===== config.mk =====
export PLATFORM = sky130hd
export DESIGN_NAME = mc_ctrl_unit
export DESIGN_NICKNAME = d
export VERILOG_FILES = /design/src/rtl/mc_ctrl_unit.sv
export SDC_FILE = /design/constraint.sdc
export NUM_CORES = 1
export LEC_CHECK = 0
export BUFFER_PORTS_ARGS = -buffer_cell sky130_fd_sc_hd__buf_2
export CAP_MARGIN = 20
export CORE_MARGIN = 2
export CORE_UTILIZATION = 45
export CTS_CLUSTER_DIAMETER = 200
export DETAILED_ROUTE_END_ITERATION = 7
export GPL_TIMING_DRIVEN = 0
export PLACE_DENSITY = 0.78
export SYNTH_ARGS = -nofsm -noshare
export SYNTH_HDL_FRONTEND = slang
export SYNTH_SLANG_ARGS = --single-unit
export TNS_END_PERCENT = 30

===== constraint.sdc =====
create_clock -name i_clk -period 5.88 [get_ports i_clk]
set_clock_uncertainty 0.1 [all_clocks]
set_input_delay 0.882 -clock i_clk [delete_from_list [all_inputs] [get_ports i_clk]]
set_output_delay 0.882 -clock i_clk [all_outputs]
set_load 0.01 [all_outputs]

===== src/rtl/mc_ctrl_unit.sv =====
// rtl/mc_ctrl_unit.sv - multi-cycle RV32I control FSM with fetch/data handshakes and traps
`timescale 1ns/1ps
module mc_ctrl_unit #(
    parameter int TIMEOUT = 255,
    parameter int ALU_W   = 4
) (
    input  logic             i_clk,
    input  logic             i_rst_n,
    input  logic [31:0]      i_imem_rdata,
    input  logic             i_imem_ack,
    input  logic             i_dmem_ack,
    input  logic             i_br_less,
    input  logic             i_br_equal,
    input  logic             i_trap_clr,
    output logic             o_imem_req,
    output logic             o_dmem_req,
    output logic             o_dmem_wren,
    output logic [31:0]      o_instr,
    output logic             o_pc_wren,
    output logic             o_pc_sel,
    output logic             o_br_un,
    output logic             o_rd_wren,
    output logic             o_opa_sel,
    output logic             o_opb_sel,
    output logic [ALU_W-1:0] o_alu_op,
    output logic [1:0]       o_wb_sel,
    output logic             o_insn_vld,
    output logic             o_trap,
    output logic [1:0]       o_trap_cause
);
    localparam int             CW     = (TIMEOUT > 0) ? $clog2(TIMEOUT + 1) : 1;
    localparam bit             TMO_EN = (TIMEOUT > 0);
    localparam logic [CW-1:0]  C_LAST = CW'((TIMEOUT > 0) ? TIMEOUT - 1 : 0);
    localparam logic [CW-1:0]  C_MAX  = '1;

    typedef enum logic [2:0] {S_IDLE, S_FETCH, S_DECODE, S_EXEC, S_MEM, S_WB, S_TRAP} state_t;
    typedef enum logic [2:0] {C_ALU, C_JUMP, C_LOAD, C_STORE, C_BRANCH} class_t;

    state_t        r_state, w_next;
    class_t        r_class, w_class;
    logic [CW-1:0] r_cnt;
    logic [31:0]   r_instr;
    logic [1:0]    r_cause, r_wb, w_wb;
    logic [3:0]    r_alu, w_alu;
    logic          r_opa, r_opb, r_br_un, w_opa, w_opb, w_br_un, w_legal, w_taken, w_timeout;
    logic [6:0]    w_op, w_f7;
    logic [2:0]    w_f3;

    assign w_op      = r_instr[6:0];
    assign w_f3      = r_instr[14:12];
    assign w_f7      = r_instr[31:25];
    assign w_timeout = TMO_EN && (r_cnt == C_LAST);

    function automatic logic [3:0] f_alu(input logic [2:0] f3, input logic alt);
        case (f3)
            3'd0:    f_alu = alt ? 4'd1 : 4'd0;
            3'd1:    f_alu = 4'd2;
            3'd2:    f_alu = 4'd3;
            3'd3:    f_alu = 4'd4;
            3'd4:    f_alu = 4'd5;
            3'd5:    f_alu = alt ? 4'd7 : 4'd6;
            3'd6:    f_alu = 4'd8;
            default: f_alu = 4'd9;
        endcase
    endfunction

    always_comb begin
        w_legal = 1'b1;
        w_class = C_ALU;
        w_alu   = 4'd0;
        w_opa   = 1'b0;
        w_opb   = 1'b1;
        w_wb    = 2'b00;
        w_br_un = 1'b0;
        case (w_op)
            7'b0110011: begin
                w_opb   = 1'b0;
                w_alu   = f_alu(w_f3, w_f7[5]);
                w_legal = (w_f7 == 7'b0) || (w_f7 == 7'b0100000 && (w_f3 == 3'd0 || w_f3 == 3'd5));
            end
            7'b0010011: begin
                // Only the shift-right immediates carry an ALU selector in funct7
                w_alu = f_alu(w_f3, (w_f3 == 3'd5) && w_f7[5]);
                if (w_f3 == 3'd1) w_legal = (w_f7 == 7'b0);
                if (w_f3 == 3'd5) w_legal = (w_f7 == 7'b0) || (w_f7 == 7'b0100000);
            end
            7'b0110111: w_alu = 4'd10;
            7'b0010111: w_opa = 1'b1;
            7'b1101111: begin w_class = C_JUMP; w_opa = 1'b1; w_wb = 2'b10; end
            7'b1100111: begin w_class = C_JUMP; w_wb = 2'b10; w_legal = (w_f3 == 3'd0); end
            7'b0000011: begin
                w_class = C_LOAD;
                w_wb    = 2'b01;
                w_legal = !(w_f3 == 3'd3 || w_f3 == 3'd6 || w_f3 == 3'd7);
            end
            7'b0100011: begin w_class = C_STORE; w_legal = (w_f3 <= 3'd2); end
            7'b1100011: begin
                w_class = C_BRANCH;
                w_opa   = 1'b1;
                w_br_un = w_f3[1];
                w_legal = !(w_f3 == 3'd2 || w_f3 == 3'd3);
            end
            default: w_legal = 1'b0;
        endcase
        if (r_instr[1:0] != 2'b11) w_legal = 1'b0;
    end

    always_comb begin
        case (w_f3)
            3'd0:       w_taken = i_br_equal;
            3'd1:       w_taken = !i_br_equal;
            3'd4, 3'd6: w_taken = i_br_less;
            3'd5, 3'd7: w_taken = !i_br_less;
            default:    w_taken = 1'b0;
        endcase
    end

    always_ff @(posedge i_clk or negedge i_rst_n) begin
        if (!i_rst_n) begin
            r_state <= S_IDLE;
            r_instr <= 32'd0;
            r_cause <= 2'b00;
            r_cnt   <= '0;
            r_class <= C_ALU;
            r_alu   <= 4'd0;
            r_opa   <= 1'b0;
            r_opb   <= 1'b0;
            r_wb    <= 2'b00;
            r_br_un <= 1'b0;
        end else begin
            r_state <= w_next;
            case (r_state)
                S_FETCH, S_MEM: begin
                    if ((r_state == S_FETCH) ? i_imem_ack : i_dmem_ack) begin
                        if (r_state == S_FETCH) r_instr <= i_imem_rdata;
                        r_cnt <= '0;
                    end else if (w_timeout) begin
                        r_cnt   <= '0;
                        r_cause <= (r_state == S_FETCH) ? 2'b01 : 2'b10;
                    end else if (r_cnt != C_MAX) begin
                        r_cnt <= r_cnt + 1'b1;
                    end
                end
                S_DECODE: begin
                    r_class <= w_class;
                    r_alu   <= w_alu;
                    r_opa   <= w_opa;
                    r_opb   <= w_opb;
                    r_wb    <= w_wb;
                    r_br_un <= w_br_un;
                    if (!w_legal) r_cause <= 2'b00;
                end
                default: ;
            endcase
        end
    end

    always_comb begin
        w_next       = r_state;
        o_imem_req   = 1'b0;
        o_dmem_req   = 1'b0;
        o_dmem_wren  = 1'b0;
        o_pc_wren    = 1'b0;
        o_pc_sel     = 1'b0;
        o_rd_wren    = 1'b0;
        o_insn_vld   = 1'b0;
        o_trap       = 1'b0;
        o_br_un      = 1'b0;
        o_opa_sel    = 1'b0;
        o_opb_sel    = 1'b0;
        o_alu_op     = '0;
        o_wb_sel     = 2'b00;
        o_instr      = r_instr;
        o_trap_cause = r_cause;
        if (r_state == S_EXEC || r_state == S_MEM || r_state == S_WB) begin
            o_br_un   = r_br_un;
            o_opa_sel = r_opa;
            o_opb_sel = r_opb;
            o_alu_op  = ALU_W'(r_alu);
            o_wb_sel  = r_wb;
        end
        case (r_state)
            S_IDLE: w_next = S_FETCH;
            S_FETCH: begin
                o_imem_req = 1'b1;
                if (i_imem_ack)     w_next = S_DECODE;
                else if (w_timeout) w_next = S_TRAP;
            end
            S_DECODE: w_next = w_legal ? S_EXEC : S_TRAP;
            S_EXEC: begin
                if (r_class == C_BRANCH) begin
                    o_pc_wren  = 1'b1;
                    o_pc_sel   = w_taken;
                    o_insn_vld = 1'b1;
                    w_next     = S_FETCH;
                end else if (r_class == C_LOAD || r_class == C_STORE) begin
                    w_next = S_MEM;
                end else begin
                    w_next = S_WB;
                end
            end
            S_MEM: begin
                o_dmem_req  = 1'b1;
                o_dmem_wren = (r_class == C_STORE);
                if (i_dmem_ack) begin
                    if (r_class == C_STORE) begin
                        o_pc_wren  = 1'b1;
                        o_insn_vld = 1'b1;
                        w_next     = S_FETCH;
                    end else begin
                        w_next = S_WB;
                    end
                end else if (w_timeout) begin
                    w_next = S_TRAP;
                end
            end
            S_WB: begin
                o_rd_wren  = 1'b1;
                o_pc_wren  = 1'b1;
                o_insn_vld = 1'b1;
                o_pc_sel   = (r_class == C_JUMP);
                w_next     = S_FETCH;
            end
            S_TRAP: begin
                o_trap = 1'b1;
                if (i_trap_clr) w_next = S_FETCH;
            end
            default: w_next = S_IDLE;
        endcase
    end
endmodule


# [After elaboration in Yosys (flattened, before gate mapping)]
# Index checks and enable logic that the tools add are counted.
[word_totals] regBits=57 output_inout_bits=51 wordCells=127
[op_classes] add_sub_neg=1 magnitude_cmp=1 n_eq_ne=34 muxes=51 n_reduce_logical=30
[op_table] op="$pmux 4 s7" count=2
[op_table] op="$eq 7x6->1 const B" count=4
[op_table] op="$eq 3x3->1 const B" count=8
[op_table] op="$mux 1" count=24
[op_table] op="$mux 8" count=3
[op_table] op="$eq 7x7->1 const B" count=3
[op_table] op="$mux 3" count=7
[op_table] op="$eq 3x2->1 const B" count=6
[op_table] op="$pmux 3 s6" count=1
[op_table] op="$eq 7x5->1 const B" count=2
[op_table] op="$pmux 3 s4" count=1
[op_table] op="$pmux 4 s3" count=1
[op_table] op="$mux 2" count=5
[op_table] op="$ne 2x2->1 const B" count=5
[op_table] op="$reduce_or 2->1" count=5
[op_table] op="$eq 3x1->1 const B" count=3
[op_table] op="$logic_or 1x1->1" count=9
[op_table] op="$add 8x1->8 const B" count=1
[op_table] op="$eq 8x8->1 const B" count=1
[op_table] op="$ne 8x8->1 const B" count=1
[op_table] op="$pmux 2 s2" count=2
[op_table] op="$eq 7x2->1 const B" count=1
[op_table] op="$logic_not 7->1" count=1
[op_table] op="$pmux 1 s7" count=1
[op_table] op="14 further kinds" count=20

# [Longest topological paths before layout]
# Gate-level depths: netlist (run 1).
[logic_depth] word_depth=8 ltp_mapped=7 mapped_depth_nobuf=7

# [Worst setup path before layout (run 1)]
# Ideal clock, no wire load.
[synth_path] path_type="input to output" start="input i_br_equal" end="output o_pc_sel" arrival_ns=1.702 path_slack_ns=3.196 path_stages=5 n_path_buf=0 cell_sequence="xnor2_1 > nor3_1 > a21oi_1 > o32a_1 > nor3_1"
[synth_via] elab_chain_len=4
[synth_lines] item="from (decl)" line="13" source="input logic i_br_equal,"
[synth_lines] item="$logic_not 1->1" line="111" source="3'd1: w_taken = !i_br_equal;"
[synth_lines] item="$pmux 1 s4 (*)" line="109" source="case (w_f3)"
[synth_lines] item="$mux 1 (*)" line="191" source="if (r_class == C_BRANCH) begin"
[synth_lines] item="$pmux 1 s2 (*)" line="182" source="case (r_state)"
[synth_lines] item="to (decl)" line="20" source="output logic o_pc_sel,"
# Every way passes the cells marked *; elsewhere a longest branch is shown, timed or not.

# [Worst setup path in the final report (run 1)]
[layout_path] start="register r_instr[12] (netlist: o_instr[12])" end="output o_pc_sel"
[layout_via] elab_chain_len=5 elab_cells_between_ends=11
[layout_lines] item="from (decl)" line="42" source="logic [31:0] r_instr;"
[layout_lines] item="from (signal assigned)" line="135" source="if (r_state == S_FETCH) r_instr <= i_imem_rdata;"
[layout_lines] item="$eq 3x3->1" line="109"
[layout_lines] item="$reduce_or 2->1" line="109"
[layout_lines] item="$pmux 1 s4 (*)" line="109"
[layout_lines] item="$mux 1 (*)" line="191"
[layout_lines] item="$pmux 1 s2 (*)" line="182"
# Marked as above.

==> out/metrics.csv, run 1 <==
metric,value,unit
antenna violations before repair,0,
fin crit share,0.519,
Syn Nets,328,
internal power,1.23,mW
CP required,4.90,ns
Final Hold Fails,0,
Buffers on Ports,89,
Final Hold Slack,0.373,ns
ant diodes,0,
Peak VDD IR,0.303,mV
Critical Path AT,2.07,ns
ys async rst share,1.00,
row cnt,29,
Vert. Die Dim,84.9,µm
Post-CTS Setup Bufs,0,
final antenna-violating net count,0,
worst setup path class,reg2out,
largest net degree at the start of global routing,37,
Routed WL,6840,µm
Flop pwr share,0.330,
grt ovf,0,
RSZ-0062 raised after global routing,false,
first-pass GRT wire length,11400,µm
most frequent cells in the layout,"buf_2 (94), dfrtp_1 (57), mux2_2 (29)",
Synth Instances,287,
H-tree Lvls,3,
Post-synth EDFFs,0,
TritonCTS buffer count,9,
# resized after CTS,0,
Layout area overhead,27.3,%
clock root buffer,clkbuf_8,
relative slew slack,0.524,
Hold WC Path Type,reg2reg,
die width,84.9,µm
routability cong.,0.865,
Layout Nets,429,
post-synthesis cell type count,49,
Logic pwr share,0.450,
routed len/inst,14.5,µm
switch share,0.389,
"Warnings, synthesis",0,
CP Capture Type,output pin,
"Seq/Total Area, Yosys",0.484,
I/O Pins,90,
DRT Pass-1 Iters,4,
Main synth FF type,dfrtp_1,
status,completed,
placed cells,454,
setup violators final,0,
Bufs on Longest Clock Path,2,
Final Slew Violations,0,
crit path launch type,flip-flop,
f_max,328,MHz
Static Leak,1.77,nW
Filler Cell Count,521,
Tot Pwr,2.02,mW
Post-Syn Area,2950,µm²
"Clk pin slew, worst setup/hold paths",0.07,ns
CTS tree,yes,
Remaining DRCs,0,
"commonest non-fill, non-tap cell in the layout",buf_2,
vias in the first global route,2488,
Power Density,538,nW/µm²
Global Route Usage Sum,0.200,
final instance area,3750,µm²
Post-DP Area,3510,µm²
Avg Inst Size Synth,10.3,µm²
Clk pwr share,0.220,
DP HPWL,5070,µm
clock tree sinks,57,
clock latency on the worst-skew pair,0.34,ns
drt initial violations,145,
CORE AREA,6350,µm²
# hold bufs at CTS,0,
Layout Cells excl Fill,470,
maxcap violations,0,
layout cells sized above 1,0.374,
DR vias,2553,
CP max FO,10,
Starting Density,0.464,
pin slew with the least headroom to its limit,0.709,ns
vias per cell,5.43,
die area,7210,µm²
Total Neg Setup Slack,0,ns
number of synthesized register bits,57,
Tmin final,3.05,ns
Psw,0.784,mW
-- area by class of cell --
type | instances | area (µm²) | area share
Clock buffer | 9 | 124 | 0.0330
Clock inverter | 7 | 119 | 0.0317
Timing Repair Buffer | 90 | 465 | 0.124
Inverter | 13 | 48.8 | 0.0130
Buffer | 18 | 96.3 | 0.0257
Multi-Input combinational cell | 199 | 1370 | 0.366
Sequential cell | 57 | 1430 | 0.380
Tap cell | 77 | 96.3 | 0.0257
-- sequential cells by signal (all words and copies together), names as in the netlist --
name,flops
r_class,3
r_opa,1
r_opb,1
r_cnt,8
o_instr,32
r_state,3
r_wb,2
r_alu,4
o_trap_cause,2
r_br_un,1
-- routing by layer --
layer,track usage,part of all wire
met5,0,0
met4,0.0938,0.015
met3,0.0496,0.071
met2,0.311,0.47
met1,0.264,0.44
-- cells by family (layout without fill, tap and decap cells) --
kind of cell    Yosys count  in the layout  synth area share
xor+xnor                 12             12            0.0357
buf+inv                  31            137            0.0493
fa+ha+maj                 2              2           0.00849
compound gates           55             55             0.138
simple gates            100            100             0.170
flops                    57             57             0.484
mux                      30             30             0.114
-- power by group through the flow --
stage / registers (mW) / logic, mW / clock network (mW)
finish: 0.665 / 0.908 / 0.444
global route: 0.690 / 0.996 / 0.471
CTS: 0.665 / 0.914 / 0.451
detailed placement: 0.670 / 0.909 / 0
global placement: 0.662 / 0.882 / 0
floorplan: 0.710 / 0.563 / 0
-- Yosys cell counts (all sizes together), types with 4 or more instances --
| master | instances | area share |
|---|---|---|
| xnor2 | 8 | 0.024 |
| buf | 9 | 0.021 |
| a21oi | 9 | 0.015 |
| and2 | 10 | 0.021 |
| dfrtp | 57 | 0.48 |
| mux2 | 29 | 0.11 |
| nand3 | 10 | 0.017 |
| a211oi | 4 | 0.010 |
| nor2 | 24 | 0.031 |
| nor3 | 8 | 0.014 |
| xor2 | 4 | 0.012 |
| o31ai | 5 | 0.013 |
| inv | 13 | 0.017 |
| nand4 | 7 | 0.015 |
| clkbuf | 9 | 0.011 |
| o21ai | 12 | 0.020 |
| nand2 | 24 | 0.031 |
-- critical path, stage by stage (launching register included) --
cell      delay, ns
dfrtp_1        0.38
clkbuf_1       0.37
xnor2_1        0.13
nor3_1         0.15
a21oi_1        0.09
o32a_1         0.31
nor3_1         0.14
buf_2          0.16
-- final timing paths --
check	startpoint	slack, ns	endpoint	depth (start not counted)
max in group asynchronous	i_rst_n	4.70	o_instr[12]$_DFFE_PN0P_	2
setup reg to reg	o_instr[13]$_DFFE_PN0P_	3.52	o_trap_cause[0]$_DFFE_PN0P_	6
setup / recovery	o_instr[12]$_DFFE_PN0P_	2.83	o_pc_sel	7
min in group asynchronous	i_rst_n	0.40	o_instr[21]$_DFFE_PN0P_	1
hold / removal	r_wb[0]$_DFFE_PN0P_	0.37	r_wb[0]$_DFFE_PN0P_	2
hold reg to reg	r_wb[0]$_DFFE_PN0P_	0.37	r_wb[0]$_DFFE_PN0P_	2
-- through the flow --
stage | utilization | setup WS [ns]
2_1_floorplan | - | 3.20
3_3_place_gp | 0.549 | 2.99
3_5_place_dp | 0.552 | 2.97
4_1_cts | 0.591 | 2.84
5_1_grt | 0.591 | 2.73
6_report | 0.591 | 2.83
(Power assumes the default switching activity.)
==> run 2: changes to the inputs <==
clock period = 3.07 ns   (was 5.88 ns; I/O delays follow)
==> out/metrics.csv, run 2 (synthesized netlist as in run 1, its figures left out) <==
metric,value,unit,change
ant diodes,0,,unchanged
Final Hold Fails,0,,unchanged
clock tree sinks,57,,unchanged
final instance area,3760,µm²,+0.27%
Power Density,1030,nW/µm²,+91%
first-pass GRT wire length,11400,µm,unchanged
final antenna-violating net count,0,,unchanged
Critical Path AT,2.07,ns,about the same
Tmin final,2.63,ns,
relative slew slack,0.531,,+0.00721
Layout Nets,430,,+0.23%
Tot Pwr,3.86,mW,+92%
placed cells,454,,unchanged
Peak VDD IR,0.580,mV,+92%
Bufs on Longest Clock Path,2,,unchanged
layout cells sized above 1,0.373,,-0.000949
die area,7210,µm²,unchanged
Remaining DRCs,0,,unchanged
"Clk pin slew, worst setup/hold paths",0.06,ns,about the same
Starting Density,0.464,,unchanged
Global Route Usage Sum,0.200,,unchanged
drt initial violations,159,,+9.7%
I/O Pins,90,,unchanged
CP required,2.51,ns,-2.39 ns
Vert. Die Dim,84.9,µm,unchanged
Routed WL,6860,µm,+0.38%
max FFs per register,32,,unchanged
Static Leak,1.77,nW,+0.24%
crit path launch type,flip-flop,,
row cnt,29,,unchanged
Filler Cell Count,521,,unchanged
Buffers on Ports,89,,unchanged
Post-DP Area,3510,µm²,unchanged
Hold WC Path Type,in2reg,,
worst setup path class,reg2out,,
pin slew with the least headroom to its limit,0.699,ns,-0.0108 ns
most frequent CP cell,nor3_1,,
largest net degree at the start of global routing,37,,unchanged
Layout Cells excl Fill,471,,+0.21%
clock root buffer,clkbuf_8,,
Final Slew Violations,0,,unchanged
CORE AREA,6350,µm²,unchanged
routed len/inst,14.6,µm,+0.17%
fin crit share,0.856,,
H-tree Lvls,3,,unchanged
status,completed,,
RSZ-0062 raised after global routing,false,,
CTS tree,yes,,
CP max FO,10,,unchanged
antenna violations before repair,0,,unchanged
clock latency on the worst-skew pair,0.34,ns,about the same
die width,84.9,µm,unchanged
Setup WS pre-CTS,0.733,ns,-2.23 ns
grt ovf,0,,unchanged
Total Neg Setup Slack,0,ns,unchanged
vias per cell,5.42,,-0.17%
f_max,380,MHz,
CP Capture Type,output pin,,
"commonest non-fill, non-tap cell in the layout",buf_2,,
most frequent cells in the layout,"buf_2 (94), dfrtp_1 (57), mux2_2 (29)",,
vias in the first global route,2489,,+0.040%
setup ws final,0.441,ns,-2.39 ns
maxcap violations,0,,unchanged
DP HPWL,5070,µm,unchanged
Layout area overhead,27.7,%,
Worst path slowest cell,dfrtp_1,,
DRT Pass-1 Iters,4,,unchanged
Max stage delay on crit path,0.38,ns,about the same
crit path cell chain,clkbuf_1 > xnor2_1 > nor3_1 > a21oi_1 > o32a_1 > nor3_1 > buf_2,,
setup violators final,0,,unchanged
DR vias,2554,,+0.039%
routability cong.,0.865,,unchanged
TritonCTS buffer count,9,,unchanged
-- run 2: cell types whose count changed in the layout (fill, tap and decap cells not counted) --
| cell | change |
|---|---|
| dlygate4sd3_1 | +1 |
-- run 2: layer usage --
layer  vias to the layer above  GRT usage  wire [µm]
met1                      1234      0.264       3040
met3                        10     0.0496        498
met4                         0     0.0938        101
met2                        80      0.311       3230
met5                         -          0          0
li1                       1230          -          -
-- run 2: final cells by class --
type                    instances  area, µm²  share of cell area
clock inverters                 7        119              0.0316
clock buffers                   9        124              0.0329
flip-flops and latches         57       1430               0.379
well taps                      77       96.3              0.0256
multi-input cells             199       1370               0.365
repair buffers                 91        475               0.126
inverters                      13       48.8              0.0130
plain buffers                  18       96.3              0.0256
-- run 2: critical path: cells and delay by family (launching register included) --
family / cells / cell delay, ns
AO/OA/AOI/OAI: 2 / 0.40
AND/OR/NAND/NOR: 2 / 0.29
XOR/XNOR: 1 / 0.13
buffers and inverters: 2 / 0.52
flip-flops: 1 / 0.38
-- run 2: through the flow --
stage / util / hold WS [ns]
final: 0.592 / 0.227
after global routing: 0.592 / 0.235
after detailed placement: 0.552 / 0.365
after floorplan: - / 0.0649
after CTS: 0.592 / 0.216
after global placement: 0.549 / 0.350
-- run 2: where the power goes --
part | total [mW] | switching, mW | internal [mW]
sequential | 1.27 | 0.224 | 1.05
combinational | 1.74 | 0.967 | 0.773
clock | 0.850 | 0.312 | 0.538
-- run 2: repair_timing --
action | CTS | global route
resized for setup | 0 | 0
setup buffers | 0 | 0
endpoints found under the hold margin | 16 | 0
hold buffers | 1 | 0
setup endpoints to repair | 0 | 0
-- run 2: worst paths after layout --
kind                                              start  slack [ns]                          end  depth (start not counted)
worst max-delay path            o_instr[12]$_DFFE_PN0P_        0.44                     o_pc_sel                          7
worst min-delay path                   i_imem_rdata[13]        0.23      o_instr[13]$_DFFE_PN0P_                          3
worst max register to register  o_instr[13]$_DFFE_PN0P_        0.72  o_trap_cause[0]$_DFFE_PN0P_                          6
worst min register to register      r_wb[0]$_DFFE_PN0P_        0.37          r_wb[0]$_DFFE_PN0P_                          2
max in group asynchronous                       i_rst_n        1.77      o_instr[12]$_DFFE_PN0P_                          3
min in group asynchronous                       i_rst_n        0.52      o_instr[21]$_DFFE_PN0P_                          2
